--- src/rtl/alu_pkg.sv ---
// Shared constants for the ALU command sequencer: ALU input-select codes,
// one-hot operation selects and sequencer FSM state encodings.
package alu_pkg;

  // ALU in_sel codes, ordered {persist, load, reset}
  localparam logic [2:0] IN_SEL_PERSIST = 3'b100;
  localparam logic [2:0] IN_SEL_LOAD    = 3'b010;
  localparam logic [2:0] IN_SEL_RESET   = 3'b001;

  // One-hot ALU out_sel values (7-bit ALU)
  localparam logic [6:0] OP_SEL_0 = 7'b0000001;
  localparam logic [6:0] OP_SEL_1 = 7'b0000010;
  localparam logic [6:0] OP_SEL_2 = 7'b0000100;
  localparam logic [6:0] OP_SEL_3 = 7'b0001000;
  localparam logic [6:0] OP_SEL_4 = 7'b0010000;
  localparam logic [6:0] OP_SEL_5 = 7'b0100000;
  localparam logic [6:0] OP_SEL_6 = 7'b1000000;

  // Sequencer FSM states; encoding is visible on the debug state port
  typedef enum logic [1:0] {
    ST_IDLE = 2'b00,
    ST_LOAD = 2'b01,
    ST_WAIT = 2'b10,
    ST_DONE = 2'b11
  } seq_state_t;

endpackage

--- src/rtl/alu_cmd_fifo.sv ---
// Command FIFO for the ALU sequencer: DEPTH entries (power of 2, >= 2) of
// packed {op, a, b}. ready is a registered !full, so a pop while full only
// raises ready on the following cycle.
module alu_cmd_fifo
  import alu_pkg::*;
#(
  parameter int WIDTH = 23,
  parameter int DEPTH = 4
) (
  input  logic             clk,
  input  logic             rst,
  input  logic             push,
  input  logic [WIDTH-1:0] wdata,
  input  logic             pop,
  output logic [WIDTH-1:0] rdata,
  output logic             full,
  output logic             empty,
  output logic             ready
);

  localparam int AW = $clog2(DEPTH);
  localparam logic [AW:0] FULL_CNT = (AW+1)'(DEPTH);

  logic [WIDTH-1:0] mem [DEPTH];
  logic [AW-1:0]    wr_ptr;
  logic [AW-1:0]    rd_ptr;
  logic [AW:0]      count;
  logic [AW:0]      count_next;
  logic             do_push;
  logic             do_pop;

  assign full    = (count == FULL_CNT);
  assign empty   = (count == '0);
  assign do_push = push && !full;
  assign do_pop  = pop && !empty;
  assign rdata   = mem[rd_ptr];

  // Occupancy after this cycle's push/pop
  always_comb begin
    count_next = count;
    if (do_push && !do_pop) begin
      count_next = count + 1'b1;
    end else if (!do_push && do_pop) begin
      count_next = count - 1'b1;
    end
  end

  // Pointers, occupancy and registered ready; pointers wrap modulo DEPTH
  always_ff @(posedge clk) begin
    if (rst) begin
      wr_ptr <= '0;
      rd_ptr <= '0;
      count  <= '0;
      ready  <= 1'b0;
    end else begin
      if (do_push) wr_ptr <= wr_ptr + 1'b1;
      if (do_pop)  rd_ptr <= rd_ptr + 1'b1;
      count <= count_next;
      ready <= (count_next != FULL_CNT);
    end
  end

  // Entry storage, no reset needed on data
  always_ff @(posedge clk) begin
    if (do_push) begin
      mem[wr_ptr] <= wdata;
    end
  end

endmodule

--- src/rtl/alu_cmd_sequencer.sv ---
// Initiator for the ALU operand/op-select interface. Queues host commands
// {op, a, b}, drives one ALU load cycle per command, waits ALU_LAT cycles,
// captures alu_out and holds it on a valid/ready response port. Commands
// whose op is not one-hot are answered with rsp_err=1 and no ALU cycle.
// Optional build macro ALU_SEQ_STATS_EN adds op_count[15:0], the number of
// error-free responses accepted (wraps at 16 bits).
module alu_cmd_sequencer
  import alu_pkg::*;
#(
  parameter int DATA_W  = 8,
  parameter int OP_W    = 7,
  parameter int DEPTH   = 4,
  parameter int ALU_LAT = 2
) (
  input  logic              clk,
  input  logic              rst,
  input  logic              cmd_valid,
  output logic              cmd_ready,
  input  logic [OP_W-1:0]   cmd_op,
  input  logic [DATA_W-1:0] cmd_a,
  input  logic [DATA_W-1:0] cmd_b,
  output logic              alu_on,
  output logic [2:0]        alu_in_sel,
  output logic [DATA_W-1:0] alu_num1,
  output logic [DATA_W-1:0] alu_num2,
  output logic [OP_W-1:0]   alu_out_sel,
  input  logic [DATA_W-1:0] alu_out,
  output logic              rsp_valid,
  input  logic              rsp_ready,
  output logic [DATA_W-1:0] rsp_data,
  output logic              rsp_err,
  output logic [1:0]        state
`ifdef ALU_SEQ_STATS_EN
  ,
  output logic [15:0]       op_count
`endif
);

  localparam int ENTRY_W = OP_W + 2*DATA_W;
  localparam int CNT_W   = (ALU_LAT > 1) ? $clog2(ALU_LAT + 1) : 1;
  localparam logic [CNT_W-1:0] LAT_INIT = CNT_W'(ALU_LAT);
  localparam logic [CNT_W-1:0] LAT_LAST = CNT_W'(1);

  seq_state_t        state_q;
  seq_state_t        state_d;
  logic              fifo_push;
  logic              fifo_pop;
  logic              fifo_full;
  logic              fifo_empty;
  logic              fifo_ready;
  logic [ENTRY_W-1:0] fifo_wdata;
  logic [ENTRY_W-1:0] fifo_rdata;
  logic [OP_W-1:0]   head_op;
  logic [DATA_W-1:0] head_a;
  logic [DATA_W-1:0] head_b;
  logic              head_ok;
  logic [CNT_W-1:0]  lat_cnt;

  // True when exactly one bit of the op select is set
  function automatic logic is_one_hot(input logic [OP_W-1:0] v);
    logic [OP_W-1:0] m;
    m = v - 1'b1;
    return (v != '0) && ((v & m) == '0);
  endfunction

  assign fifo_wdata = {cmd_op, cmd_a, cmd_b};
  assign fifo_push  = cmd_valid && cmd_ready && !fifo_full;
  assign cmd_ready  = fifo_ready;
  assign head_op    = fifo_rdata[2*DATA_W +: OP_W];
  assign head_a     = fifo_rdata[DATA_W +: DATA_W];
  assign head_b     = fifo_rdata[0 +: DATA_W];
  assign head_ok    = is_one_hot(head_op);
  assign state      = state_q;

  alu_cmd_fifo #(
    .WIDTH (ENTRY_W),
    .DEPTH (DEPTH)
  ) u_fifo (
    .clk   (clk),
    .rst   (rst),
    .push  (fifo_push),
    .wdata (fifo_wdata),
    .pop   (fifo_pop),
    .rdata (fifo_rdata),
    .full  (fifo_full),
    .empty (fifo_empty),
    .ready (fifo_ready)
  );

  // Next-state and pop decision
  always_comb begin
    state_d  = state_q;
    fifo_pop = 1'b0;
    case (state_q)
      ST_IDLE: begin
        if (!fifo_empty) begin
          fifo_pop = 1'b1;
          state_d  = head_ok ? ST_LOAD : ST_DONE;
        end
      end
      ST_LOAD: state_d = ST_WAIT;
      ST_WAIT: begin
        if (lat_cnt == LAT_LAST) state_d = ST_DONE;
      end
      ST_DONE: begin
        if (rsp_ready) state_d = ST_IDLE;
      end
      default: state_d = ST_IDLE;
    endcase
  end

  // State register; reset aborts whatever is in flight
  always_ff @(posedge clk) begin
    if (rst) state_q <= ST_IDLE;
    else     state_q <= state_d;
  end

  // Registered ALU drive: in_sel/operands follow the state being entered
  always_ff @(posedge clk) begin
    if (rst) begin
      alu_on      <= 1'b0;
      alu_in_sel  <= IN_SEL_RESET;
      alu_num1    <= '0;
      alu_num2    <= '0;
      alu_out_sel <= '0;
    end else begin
      alu_on     <= 1'b1;
      alu_in_sel <= (state_d == ST_LOAD) ? IN_SEL_LOAD : IN_SEL_PERSIST;
      if (fifo_pop && head_ok) begin
        alu_num1    <= head_a;
        alu_num2    <= head_b;
        alu_out_sel <= head_op;
      end
    end
  end

  // Latency counter: loaded leaving LOAD, counts down through WAIT
  always_ff @(posedge clk) begin
    if (rst) begin
      lat_cnt <= '0;
    end else if (state_q == ST_LOAD) begin
      lat_cnt <= LAT_INIT;
    end else if (state_q == ST_WAIT) begin
      lat_cnt <= lat_cnt - 1'b1;
    end
  end

  // Response registers: capture result or flag a bad op, hold until accepted
  always_ff @(posedge clk) begin
    if (rst) begin
      rsp_valid <= 1'b0;
      rsp_data  <= '0;
      rsp_err   <= 1'b0;
    end else begin
      case (state_q)
        ST_IDLE: begin
          if (fifo_pop && !head_ok) begin
            rsp_valid <= 1'b1;
            rsp_data  <= '0;
            rsp_err   <= 1'b1;
          end
        end
        ST_WAIT: begin
          if (lat_cnt == LAT_LAST) begin
            rsp_valid <= 1'b1;
            rsp_data  <= alu_out;
          end
        end
        ST_DONE: begin
          if (rsp_ready) begin
            rsp_valid <= 1'b0;
            rsp_err   <= 1'b0;
          end
        end
        default: ;
      endcase
    end
  end

`ifdef ALU_SEQ_STATS_EN
  // Count error-free responses taken by the host
  always_ff @(posedge clk) begin
    if (rst) begin
      op_count <= '0;
    end else if (rsp_valid && rsp_ready && !rsp_err) begin
      op_count <= op_count + 16'd1;
    end
  end
`endif

endmodule

--- config.mk ---
export PLATFORM = sky130hd
export DESIGN_NAME = alu_cmd_sequencer
export DESIGN_NICKNAME = d
export VERILOG_FILES = /design/src/rtl/alu_pkg.sv /design/src/rtl/alu_cmd_fifo.sv /design/src/rtl/alu_cmd_sequencer.sv
export SDC_FILE = /design/constraint.sdc
export NUM_CORES = 1
export LEC_CHECK = 0
export ABC_AREA = 1
export CORE_MARGIN = 2
export CORE_UTILIZATION = 45
export DETAILED_ROUTE_END_ITERATION = 8
export PLACE_DENSITY_LB_ADDON = 0.25
export SLEW_MARGIN = 10
export SYNTH_ARGS = -nofsm -noshare
export SYNTH_HDL_FRONTEND = slang
export SYNTH_HIERARCHICAL = 1
export SYNTH_SLANG_ARGS = --single-unit
--- constraint.sdc ---
create_clock -name clk -period 3.1 [get_ports clk]
set_input_delay 0.775 -clock clk [delete_from_list [all_inputs] [get_ports clk]]
set_output_delay 0.775 -clock clk [all_outputs]
set_load 0.005 [all_outputs]
==> qor.yml <==
layout:
  layout_commonest_cell: "edfxtp_1"
  regArea_um2: 3780
  fill_cells: 1041
  syn_to_final_growth_pct: 26.3
  final_area_um2: 7150
  nNetsFinal: 642
  drive_above_1_share_pct: 10.9
  num_antenna_cells: 0
  multi_input_area_um2: 1540
  most-common-layout-cells: "edfxtp_1, clkdlybuf4s50_1, o21ai_0"
floorplanning:
  io_pins: 75
  rows: 40
  start_util_pct: 46.6
  fp.coreArea_um2: 12200
  die_area_um2: 13500
  die_w_um: 116
  fp.dieH_um: 116
yosys:
  syn_nets: 562
  synth_xor_area_share_pct: 0.309
  yosys_warnings: 6
  synth_seq_area_share_pct: 66.8
  synth-adder-area-share_pct: 2.65
  syn_area_um2: 5660
  synth-simple-area-share_pct: 10.6
  avgSynthCellArea_um2: 11.0
  synth_mux_area_share_pct: 0
  syn_inst: 515
  synth_top_family_by_area: "compound AO/OA/AOI/OAI gates"
  synth_compound_area_share_pct: 13.5
  ys_ff_latch: 143
  synth_cell_types: 32
clock_network:
  cts_root_buf: "clkbuf_16"
  cts_sinks: 143
  clk-insertion-delay-late_ns: 0.42
  cts_hold_buf: 0
  cts_tree: "built"
  cts_buffers: 17
  cts_max_level: 4
  clk_pin_slew_worst_paths_ns: 0.06
  cts_resized: 0
  postCtsSetupRepairBufs: 0
  clock_path_buffers: 2
routing:
  wirelength_met1_um: 5340
  wl_met3_um: 849
  drt-initial-drc-count: 260
  firstDrtPassIters: 5
  routed_wl_um: 11900
  vias: 3952
  detail_route.wl_per_cell_um: 15.3
  ant_nets: 0
  routed.top_layer: "met4"
  wl_met2_um: 5560
  drc: 0
  via_per_inst: 5.09
placed_design:
  gp_congestion: 0.803
  io_buffers: 74
  place_area_um2: 6580
  hpwl_um: 7750
worst_hold_path:
  hold_path.class: "register to register"
  hp-start: "alu_num2[4]$_SDFFE_PP0P_"
sta:
  rsz0062_at_grt: "no"
  slew_viol_final: 0
  slew_headroom_pct: 57.6
  hold_viol: 0
  fin_worst_skew_ns: 0.00710
  worst_pin_slew_ns: 0.635
  clock.fmax_ghz: 0.400
  tns_ns: 0
  period_share_pct: 80.7
  setup_violations: 0
  fin_crit_ns: 2.50
setup_path:
  required_ns: 3.40
  critPathArrivalTime_ns: 2.80
  critPathMaxFanout: 16
  crit_top_cell: "nand2_1"
  crit_type: "register to register"
  slowest_delay_ns: 0.40
  cpLargestDelayFamily: "compound AO/OA/AOI/OAI gates"
  cp-end-kind: "register"
  crit_path_top_delay_cell: "inv_1"
  critical_path.cell_chain: "inv_1 > o21ai_0 > o22ai_1 > nor2_2 > a21oi_1 > nor2_2 > nand2_1 > nand2_1 > nand2_2 > nand3_2 > nand2_1 > a21oi_1"
  startpoint_type: "register"
  timing.critical_path.buf_inv: 1
global_route:
  grt_max_degree: 47
  grt_pass1_wl_um: 19100
  grt_overflow: 0
  grt_usage_pct: 19.0
  antenna_found_initial: 0
  grt_pass1_vias: 3802
outcome:
  outcome: "finished, final reports clean"
power:
  p_leak_uw: 0.00256
  ir_drop_mv: 0.424
  power_density_nw_per_um2: 846
job:
  max-cap-violations: 0
[through the flow]
| step | utilization [%] | worst slack [ns] | total power (uW) | hold slack (ns) | cells |
|---|---|---|---|---|---|
| CTS | 58.8 | 0.596 | 6090 | 0.447 | 776 |
| detailed placement | 54.1 | 0.598 | 4130 | 0.437 | 744 |
| finish | 58.8 | 0.600 | 6050 | 0.442 | 776 |
| global route | 58.8 | 0.334 | 6410 | 0.458 | 776 |
| floorplan | - | 0.576 | 3590 | 0.440 | 515 |
| global placement | 54.1 | 0.666 | 4070 | 0.439 | 744 |
[sequential cells by signal (all words and copies together) (netlist names), 3 cells and up, named ones only]
register      cells
alu_num2          8
alu_out_sel       7
alu_in_sel        3
rsp_data          8
alu_num1          8
u_fifo/mem       92
u_fifo/count      3
[power breakdown]
| part | switching (uW) | internal (uW) |
|---|---|---|
| clock network | 829 | 1130 |
| logic | 1070 | 583 |
| registers | 113 | 2330 |
| total | 2010 | 4040 |
[metal layers]
metal / vias to the layer above / track usage, %
li1: 1954 / -
met1: 1841 / 25.2
met2: 147 / 30.1
met3: 10 / 5.29
met4: 0 / 6.90
met5: - / 0
[cell families (layout without fill, tap and decap cells)]
family	count (synthesis)	in the layout
buf+inv	79	172
fa+ha+maj	12	12
simple gates	138	138
xor+xnor	2	2
flops	143	143
compound gates	141	141
[cells in the mapped netlist]
cell type	count	area, um2
edfxtp_1	92	2760
o21ai_0	63	315
nor2_1	60	225
inv_1	52	195
dfxtp_1	51	1020
nand2_1	43	161
a21oi_1	38	190
o22ai_1	23	144
nand3_1	20	100
ha_1	12	150
clkbuf_1	11	41.3
o21ai_1	11	55.1
buf_2	6	30.0
buf_6	5	56.3
nand2_2	4	25.0
inv_2	3	11.3
nand3_2	3	30.0
nor2_2	3	18.8
a21oi_2	2	17.5
a21boi_2	1	11.3
a31oi_1	1	6.26
buf_4	1	7.51
clkinv_1	1	3.75
nand2_4	1	11.3
nand4_1	1	6.26
nand4_2	1	12.5
nor3_1	1	5.00
o221ai_1	1	8.76
o311ai_2	1	16.3
or2_2	1	6.26
xnor2_1	1	8.76
xor2_1	1	8.76
[worst reg2reg max path, cell delays in order, from the launching register on]
cell	delay, ns
dfxtp_1	0.31
inv_1	0.40
o21ai_0	0.26
o22ai_1	0.34
nor2_2	0.10
a21oi_1	0.20
nor2_2	0.07
nand2_1	0.06
nand2_1	0.06
nand2_2	0.19
nand3_2	0.21
nand2_1	0.12
a21oi_1	0.07
[final timing paths]
check | slack (ns) | cells past startpoint | to
setup reg to reg | 0.60 | 12 | rsp_data[1]$_SDFFE_PP0P_
hold reg to reg | 0.44 | 2 | alu_num2[4]$_SDFFE_PP0P_
hold / removal | 0.44 | 2 | alu_num2[4]$_SDFFE_PP0P_
setup / recovery | 0.60 | 12 | rsp_data[1]$_SDFFE_PP0P_
[area by class of cell]
class	count	area share, %
clock buffer	17	5.95
sequential	143	52.9
tap	168	2.94
timing repair buffer	84	11.6
clock inverter	15	2.08
inverter	56	2.94
multi-input combinational	293	21.6
(Power assumes the default switching activity.)
